[config.mk]
export PLATFORM = sky130hd
export DESIGN_NAME = li_reg_port
export DESIGN_NICKNAME = d
export VERILOG_FILES = /design/src/rtl/li_pkg.sv /design/src/rtl/li_token_slot.sv /design/src/rtl/li_reg_port.sv
export SDC_FILE = /design/constraint.sdc
export NUM_CORES = 1
export LEC_CHECK = 0
export ABC_AREA = 1
export CAP_MARGIN = 20
export CORE_ASPECT_RATIO = 2
export CORE_MARGIN = 5
export CORE_UTILIZATION = 44
export CTS_BUF_LIST = sky130_fd_sc_hd__clkbuf_8
export CTS_CLUSTER_SIZE = 12
export DETAILED_ROUTE_END_ITERATION = 12
export GPL_TIMING_DRIVEN = 0
export PLACE_DENSITY = 0.72
export SYNTH_ARGS = -nofsm -noshare
export SYNTH_HDL_FRONTEND = slang
export SYNTH_SLANG_ARGS = --single-unit
[constraint.sdc]
create_clock -name CLK -period 3.1 [get_ports CLK]
set_clock_uncertainty 0.2 [all_clocks]
set_input_delay 0.31 -clock CLK [delete_from_list [all_inputs] [get_ports CLK]]
set_output_delay 0.31 -clock CLK [all_outputs]
set_load 0.02 [all_outputs]
[src/rtl/li_pkg.sv]
// Shared definitions for the latency-insensitive token protocol.
package li_pkg;

    // Width of the committed model-cycle counter.
    localparam int MC_WIDTH = 32;

    // A token moves on any clock where it is offered and taken.
    function automatic logic xfer(input logic valid, input logic consumed);
        return valid && consumed;
    endfunction

endpackage

[src/rtl/li_token_slot.sv]
// One incoming token slot: done flag, payload latch and CONSUMED generation.
// The slot takes one token per model cycle and ignores further tokens until
// the parent clears it on the commit edge.
module li_token_slot
    import li_pkg::*;
#(
    parameter int WIDTH = 32
) (
    input  logic             CLK,
    input  logic             RST_N,
    input  logic             valid,
    input  logic [WIDTH-1:0] payload,
    input  logic             clear,
    output logic             consumed,
    output logic             done,
    output logic [WIDTH-1:0] data
);

    logic             done_q;
    logic [WIDTH-1:0] data_q;
    logic             taken;

    // Only depends on our own VALID and flag, so no path from downstream.
    // Gated by RST_N so no token is swallowed while reset is held.
    assign consumed = RST_N && valid && !done_q;
    assign taken    = xfer(valid, consumed);

    // Views that already count a transfer happening on this clock, so the
    // parent can commit on the same edge as the final token.
    assign done = done_q || taken;
    assign data = taken ? payload : data_q;

    // Latch the first token of the model cycle; clear on commit.
    // NOTE: sequential state uses non-blocking assignments so every flop
    // samples pre-edge values, independent of block ordering.
    always_ff @(posedge CLK) begin
        if (!RST_N) begin
            done_q <= 1'b0;
            data_q <= '0;
        end else if (clear) begin
            done_q <= 1'b0;
        end else if (taken) begin
            done_q <= 1'b1;
            data_q <= payload;
        end
    end

endmodule

[src/rtl/li_reg_port.sv]
// Latency-insensitive register responder. Each model cycle it offers the
// current value as a read token, collects a write-data and write-enable
// token, then commits. The read token never waits on the write tokens,
// which lets parents close register loops without a combinational cycle.
module li_reg_port
    import li_pkg::*;
#(
    parameter int               WIDTH = 32,
    parameter logic [WIDTH-1:0] INIT  = '0
) (
    input  logic                CLK,
    input  logic                RST_N,
    input  logic [WIDTH-1:0]    IN_WRITE,
    input  logic                IN_WRITE_VALID,
    output logic                IN_WRITE_CONSUMED,
    input  logic                IN_EN_WRITE,
    input  logic                IN_EN_WRITE_VALID,
    output logic                IN_EN_WRITE_CONSUMED,
    output logic [WIDTH-1:0]    OUT_READ,
    output logic                OUT_READ_VALID,
    input  logic                OUT_READ_CONSUMED,
    output logic [MC_WIDTH-1:0] MODEL_CYCLE
);

    // Flag vector {rd_done, wr_got, en_got}; every value other than
    // ST_ALL_DONE is a COLLECT state.
    localparam logic [2:0] ST_NONE_DONE = 3'b000;
    localparam logic [2:0] ST_ALL_DONE  = 3'b111;

    logic [WIDTH-1:0]    value_q;
    logic [MC_WIDTH-1:0] model_cycle_q;
    logic                rd_done_q;
    logic                read_valid_q;

    logic                rd_xfer;
    logic                rd_done;
    logic                wr_done;
    logic                en_done;
    logic [WIDTH-1:0]    wr_data;
    logic [0:0]          en_data;
    logic [2:0]          flags_next;
    logic                commit;

    li_token_slot #(.WIDTH(WIDTH)) u_wr_slot (
        .CLK      (CLK),
        .RST_N    (RST_N),
        .valid    (IN_WRITE_VALID),
        .payload  (IN_WRITE),
        .clear    (commit),
        .consumed (IN_WRITE_CONSUMED),
        .done     (wr_done),
        .data     (wr_data)
    );

    li_token_slot #(.WIDTH(1)) u_en_slot (
        .CLK      (CLK),
        .RST_N    (RST_N),
        .valid    (IN_EN_WRITE_VALID),
        .payload  (IN_EN_WRITE),
        .clear    (commit),
        .consumed (IN_EN_WRITE_CONSUMED),
        .done     (en_done),
        .data     (en_data)
    );

    assign rd_xfer    = xfer(read_valid_q, OUT_READ_CONSUMED);
    assign rd_done    = rd_done_q || rd_xfer;
    assign flags_next = {rd_done, wr_done, en_done};
    assign commit     = (flags_next == ST_ALL_DONE);

    assign OUT_READ       = value_q;
    assign OUT_READ_VALID = read_valid_q;
    assign MODEL_CYCLE    = model_cycle_q;

    // Read-side flag, registered read VALID, register value and counter.
    always_ff @(posedge CLK) begin
        if (!RST_N) begin
            rd_done_q     <= ST_NONE_DONE[2];
            read_valid_q  <= 1'b0;
            value_q       <= INIT;
            model_cycle_q <= '0;
        end else begin
            if (commit) begin
                rd_done_q <= 1'b0;
            end else if (rd_xfer) begin
                rd_done_q <= 1'b1;
            end
            // A fresh read token is offered right after every commit.
            read_valid_q <= commit || !rd_done;
            if (commit) begin
                if (en_data[0]) begin
                    value_q <= wr_data;
                end
                model_cycle_q <= model_cycle_q + MC_WIDTH'(1);
            end
        end
    end

endmodule
### Yosys cells after proc, flatten, opt, wreduce, memory -nomap -nowiden

Cells that the tools add are included.

| word-level totals | value |
|---|---|
| flip-flop bits (word level) | 101 |
| logic and storage cells | 29 |
| input bits | 38 |

| operators by class | value |
|---|---|
| eq/ne operators | 1 |
| add/sub/neg operators | 1 |
| reduce and logical (&&, ||, !) cells | 16 |
| mux-type cells | 2 |
| bitwise operators | 1 |

Operators by type and width:

| kind | count |
|---|---|
| $add A32 B1 Y32 const B | 1 |
| $mux W32 | 1 |
| $logic_and A1 B1 Y1 | 7 |
| $logic_or A1 B1 Y1 | 4 |
| $eq A3 B3 Y1 const B | 1 |
| $logic_not A1 Y1 | 3 |
| $reduce_and A2 Y1 | 1 |
| $reduce_or A2 Y1 | 1 |
| $mux W1 | 1 |
| $not A1 Y1 | 1 |

### Depth between registers and ports, before layout

Gate-level depths: netlist (run 1).

| depth | value |
|---|---|
| depth after elaboration | 6 |
| mapped depth | 10 |

### By module

A second synthesis (run 1) with hierarchy kept.

| unflattened totals | value |
|---|---|
| cells, all modules | 783 |
| area total of the unflattened synthesis | 5241.3 um^2 |

Modules (own cells, without submodules):

| module | cells an instance | area each (um^2) | instances |
|---|---|---|---|
| li_reg_port | 447 | 3131.8 | 1 |
| li_token_slot (u_wr_slot) | 320 | 1995.7 | 1 |
| li_token_slot (u_en_slot) | 16 | 113.9 | 1 |

### Worst setup path after synthesis (run 1)

OpenSTA, ideal clock, no wires.

| timing path | value |
|---|---|
| path type | reg-to-reg |
| start point | register model_cycle_q[1] (netlist: MODEL_CYCLE[1]) |
| end point | register model_cycle_q[20] (netlist: MODEL_CYCLE[20]) |
| data required time | 2785 ps |
| buffers on the path | 0 |
| period minus slack after synthesis | 1822 ps |
| stages on the path, launching flop included | 9 |
| path slack | 1278 ps |
| arrival time | 1506 ps |
| library setup time | 115 ps |
| cell sequence | dfxtp_1 -> ha_1 -> nand3_1 -> nor2_1 -> nand2_1 -> nor3_1 -> nand3_1 -> nand2_1 -> nor2_1 |

| between the ends | value |
|---|---|
| word-level cells in the longest chain between the ends | 1 |

Ends and longest elaborated chain:

| what | RTL line | text |
|---|---|---|
| start: declaration | li_reg_port.sv:31 | `logic [MC_WIDTH-1:0] model_cycle_q;` |
| start signal: assignment | li_reg_port.sv:94 | `model_cycle_q <= model_cycle_q + MC_WIDTH'(1);` |
| $add A32 B1 Y32 | li_reg_port.sv:94 |  |

Every way passes these cells.
A chain may end at the register's enable or synchronous reset.

### Worst setup path after layout (run 1)

| timing path | value |
|---|---|
| start point | input port RST_N |
| end point | output port IN_WRITE_CONSUMED |

| between the ends | value |
|---|---|
| word-level cells in the longest chain between the ends | 2 |

Ends and longest elaborated chain:

| what | RTL line | text |
|---|---|---|
| start: declaration | li_reg_port.sv:12 | `input logic RST_N,` |
| $logic_and A1 B1 Y1 (2 in series) | li_token_slot.sv:25 | `assign consumed = RST_N && valid && !done_q;` |
| end: declaration | li_reg_port.sv:15 | `output logic IN_WRITE_CONSUMED,` |

Every way passes these cells.

==> flow_summary.yaml, run 1 <==
setup_path:
  worstPathRequired_ps: 2590
  crit_top_cell: "clkdlybuf4s50_1"
  crit_family: "buffers and inverters"
  crit_buf_inv: 4
  end_kind: "output port"
  path_class: "in2out"
  path_cells: "clkdlybuf4s50_1 -> nand3_2 -> inv_1 -> buf_2 -> clkdlybuf4s50_1"
  slowest_stage: "clkdlybuf4s50_1"
  crit_path_max_incr_delay_ps: 650
  crit_fanout: 10
  critical_path_arrival_ps: 2240
  startpoint_type: "input pin"
clock_network:
  clkTransAtPathRegs_ps: 90
  clk_latency_ps: 370
  cts-resized-gates: 0
  cts_buffer_depth: 2
  hold_buffers: 0
  clock-root-buffer: "clkbuf_8"
  htree_levels: 3
  cts_tree: "built"
  clock_sinks: 101
  cts_setup_buffers: 0
  cts_made_buffers: 9
route:
  drtIter0Drc: 293
  wl_per_cell_um: 15.8
  wl_um: 14400
  vias: 4843
  drt_first_pass_iters: 5
  via_per_inst: 5.32
  route.detailed.drc: 0
  ant_nets: 0
layout:
  fin_util_pct: 58.9
  syn2layout_area_growth_pct: 31.3
  antenna_cells: 0
  drive_gt1_share_pct: 5.93
  final_cell_area_um2: 5980
  nNetsFinal: 810
sta:
  fin_crit_sh_pct: 88.6
  setup_violations: 0
  finalCriticalPeriod_ps: 2750
  worst_pin_slew_ps: 634
  rsz0062_at_grt: "no"
  worst_slack_ps: 354
  slew_violations: 0
  fmax_ghz: 0.364
  max-slew-margin-rel_pct: 57.4
  hold_viol_final: 0
  finalSetupTns_ps: 0
hold_path:
  min_path_type: "reg2reg"
power:
  peakVddDrop_v: 0.000244
  total_power_mw: 2.54
  p_leak_nw: 2.26
  p_per_area_nw_per_um2: 426
die:
  fp-row-count: 52
  die_area_um2: 12600
  die_w_um: 81.9
  core_um2: 10100
  pin_count: 105
  die_y_um: 154
  start_util_pct: 44.8
synth:
  synth_top_cells_by_area: "dfxtp_1 44%, nand2_1 17%, nand3_1 5.9%"
  syn_area_um2: 4550
  ys_seq_area_share_pct: 44.4
  synth_edf_count: 0
  synth_ff_type: "dfxtp_1"
  synth.most_common_cell: "nand2_1"
  avgSynthCellArea_um2: 6.94
  yosys-top-cells-count: "212 x nand2_1, 101 x dfxtp_1, 62 x nor2_1"
  ys_types: 29
  synth_top_area_share_pct: 44.4
  synth_nets: 695
  ys_ff_latch: 101
  postSynthCellCount: 656
  yosysWarningCount: 0
  synthArstFlopShare_pct: 0
  synth_top_area_cell: "dfxtp_1"
global_routing:
  grt_max_degree: 17
  antenna_found_initial: 0
  grt_usage_pct: 23.4
  grt_pass1_vias: 4878
  grt-ovfl-total: 0
  grt_pass1_wl_um: 22800
place:
  gp_congestion: 0.939
  pre_cts_ws_ps: 363
  hpwl_um: 11000
  io_buffers: 104
  post_dp_cell_area_um2: 5760
outcome:
  outcome: "finished clean"
flow_run:
  max-cap-violations: 0
## worst paths after layout
| check | to | slack [ps] | depth (start not counted) | from |
|---|---|---|---|---|
| hold reg to reg | OUT_READ[17] | 270 | 2 | OUT_READ[17] |
| setup reg to reg | MODEL_CYCLE[20] | 880 | 8 | MODEL_CYCLE[1] |
| setup / recovery | IN_WRITE_CONSUMED | 350 | 5 | RST_N |
| hold / removal | OUT_READ[17] | 270 | 2 | OUT_READ[17] |
## cell families after synthesis
logic type      Yosys count  synth area share [%]
simple gates            357                  33.4
compound gates          125                  14.9
flops                   101                  44.4
buf+inv                  69                  6.46
xor+xnor                  3                 0.578
fa+ha+maj                 1                 0.275
## worst min-delay path, cell delays in order, from the launching register on
cell and delay, ps:
dfxtp_1 320, nand2_1 60, a21oi_1 50
## sequential cells by signal, indices dropped and copies added (netlist names)
register,cells
OUT_READ_VALID,1
u_en_slot.data_q,1
rd_done_q,1
u_wr_slot.done_q,1
MODEL_CYCLE,32
OUT_READ,32
u_wr_slot.data_q,32
u_en_slot.done_q,1
## area by class of cell
| type | instances | area [um2] |
|---|---|---|
| timing repair buffer | 104 | 1040 |
| clock inverter | 7 | 91.3 |
| inverter | 35 | 131 |
| buffer | 34 | 163 |
| sequential | 101 | 2020 |
| clock buffer | 9 | 124 |
| tap | 135 | 169 |
| fill | 1012 | 4170 |
| multi-input combinational | 486 | 2230 |
## placed cells by master (no fill, tap or decap), types with 2 or more instances in the layout
cell and instances:
nor2_2 4, xor2_1 3, inv_1 35, a21oi_1 49, dfxtp_1 101, clkbuf_8 9, clkbuf_1 14, buf_4 2
nand4_1 12, bufinv_16 2, nand3_1 54, a31oi_1 35, o21bai_1 2, nor2_1 62, o21ai_0 38, clkdlybuf4s50_1 104
nand2_1 212, clkinvlp_4 3, nor3_1 5, buf_2 16
## routing by layer
metal / routed length (um) / global-route usage [%] / vias up
met5: 0 / 0 / -
met3: 626 / 3.92 / 29
met1: 5340 / 23.9 / 2267
li1: - / - / 2398
met2: 7990 / 44.2 / 149
met4: 424 / 10.1 / 0
## through the flow
| step | hold WS (ps) | instances |
|---|---|---|
| after floorplan | 250 | 656 |
| after global placement | 248 | 895 |
| after detailed placement | 257 | 895 |
| after CTS | 271 | 911 |
| after global routing | 282 | 911 |
| final | 269 | 911 |
## where the power goes
part | total (mW) | switching (mW) | internal [mW]
clock | 0.911 | 0.461 | 0.450
sequential | 1.35 | 0.0186 | 1.34
combinational | 0.278 | 0.168 | 0.109
total | 2.54 | 0.648 | 1.90
Power figures use the tool's default switching activity.
==> inputs of run 2 (changes only) <==
--- a/config.mk
+++ b/config.mk
@@ -7,13 +7,12 @@
 export LEC_CHECK = 0
 export ABC_AREA = 1
 export CAP_MARGIN = 20
-export CORE_ASPECT_RATIO = 2
 export CORE_MARGIN = 5
 export CORE_UTILIZATION = 44
 export CTS_BUF_LIST = sky130_fd_sc_hd__clkbuf_8
 export CTS_CLUSTER_SIZE = 12
 export DETAILED_ROUTE_END_ITERATION = 12
-export GPL_TIMING_DRIVEN = 0
+export MAX_ROUTING_LAYER = met4
 export PLACE_DENSITY = 0.72
 export SYNTH_ARGS = -nofsm -noshare
 export SYNTH_HDL_FRONTEND = slang
==> run 2 against run 1 <==
Against the previous run: die area down 0.98%; combinational power down 7.6%; critical path depth is 1 lower; via count decreased by 3.7%; final area shrank 1.6%; hold slack worse by 110 ps; flip-flop and latch count unchanged; worst setup slack improved by 560 ps; power is 0.30% lower; fmax rose by 26%; largest power group unchanged.
==> flow_summary.yaml, run 2 (synthesis gave the netlist of run 1 again) <==
sta:
  worst_pin_slew_ps: 820
  hold_viol_final: 0
  finalSetupTns_ps: 0
  fmax_ghz: 0.458
  slew_violations: 0
  fin_crit_sh_pct: 70.4
  worst_slack_ps: 916
  max-slew-margin-rel_pct: 45.3
  rsz0062_at_grt: "no"
  whs_ps: 155
  finalCriticalPeriod_ps: 2180
  setup_violations: 0
route:
  wl_per_cell_um: 13.9
  wl_met2_um: 5700
  ant_nets: 0
  drt_first_pass_iters: 5
  drtIter0Drc: 293
  route.detailed.drc: 0
  highest-signal-layer: "met4"
  wl_um: 12300
  met3_length_um: 808
  via_per_inst: 5.26
  vias: 4662
  wl_met1_um: 5620
place:
  post_dp_cell_area_um2: 5650
  pre_cts_ws_ps: 690
  hpwl_um: 8610
  gp_congestion: 0.851
  io_buffers: 104
  place_inst: 870
die:
  pin_count: 105
  die_y_um: 112
  die_w_um: 112
  core_um2: 10200
  start_util_pct: 44.7
  die_area_um2: 12500
  fp-row-count: 37
clock_network:
  cts_made_buffers: 9
  cts_tree: "built"
  cts_buffer_depth: 2
  clkTransAtPathRegs_ps: 100
  htree_levels: 3
  clock-root-buffer: "clkbuf_8"
  clock_sinks: 101
  hold_buffers: 0
  clk_latency_ps: 370
  cts-resized-gates: 0
  cts_setup_buffers: 0
layout:
  mostFrequentLayoutCell: "nand2_1"
  syn2layout_area_growth_pct: 29.2
  nNetsFinal: 784
  multi_input_area_um2: 2230
  fin_cells: 886
  drive_gt1_share_pct: 4.80
  layout_common_cells: "212 x nand2_1, 103 x clkdlybuf4s50_1, 101 x dfxtp_1"
  final_cell_area_um2: 5880
  regArea_um2: 2020
  nFillCells: 958
  fin_util_pct: 57.7
  antenna_cells: 0
setup_path:
  path_class: "in2out"
  r2r_setup_slack_ps: 1100
  startpoint_type: "input pin"
  crit_fanout: 3
  end_kind: "output port"
  critical_path_arrival_ps: 1670
  worstPathRequired_ps: 2590
global_routing:
  grt-ovfl-total: 0
  grt_pass1_wl_um: 21100
  grt_usage_pct: 20.6
  grt_max_degree: 46
  antenna_found_initial: 0
  grt_pass1_vias: 4634
power:
  total_power_mw: 2.54
  peakVddDrop_v: 0.000215
  p_leak_nw: 2.22
  p_per_area_nw_per_um2: 431
flow_run:
  max-cap-violations: 0
outcome:
  outcome: "finished clean"
hold_path:
  min_path_type: "in2reg"
## run 2: cell type report
cell class                 count  area share (%)
timing repair buffer         112            18.6
clock inverter                 6            1.47
clock buffer                  10            2.34
inverter                      35            2.23
sequential                   101            34.4
multi-input combinational    486            38.0
tap                          136            2.89
## run 2: worst paths after layout
path | startpoint | to | cells past startpoint
max | IN_EN_WRITE_VALID | IN_EN_WRITE_CONSUMED | 4
min | RST_N | MODEL_CYCLE[24] | 3
max reg2reg | OUT_READ_VALID | OUT_READ[23] | 8
min reg2reg | OUT_READ[11] | OUT_READ[11] | 2
## run 2: critical path, stage by stage
cell             delay, ps
clkdlybuf4s50_1        480
nand3_1                120
inv_1                  140
clkdlybuf4s50_1        610
## run 2: layer usage
layer / vias to the layer above / global-route usage (%)
li1: 2343 / -
met4: 0 / 5.35
met5: - / -
met3: 14 / 5.54
met2: 150 / 33.3
met1: 2155 / 25.4
## run 2: report_power, final
group	total [mW]	internal, mW	switching (mW)
combinational	0.257	0.102	0.155
sequential	1.35	1.34	0.0181
clock	0.925	0.477	0.448
total	2.54	1.91	0.621
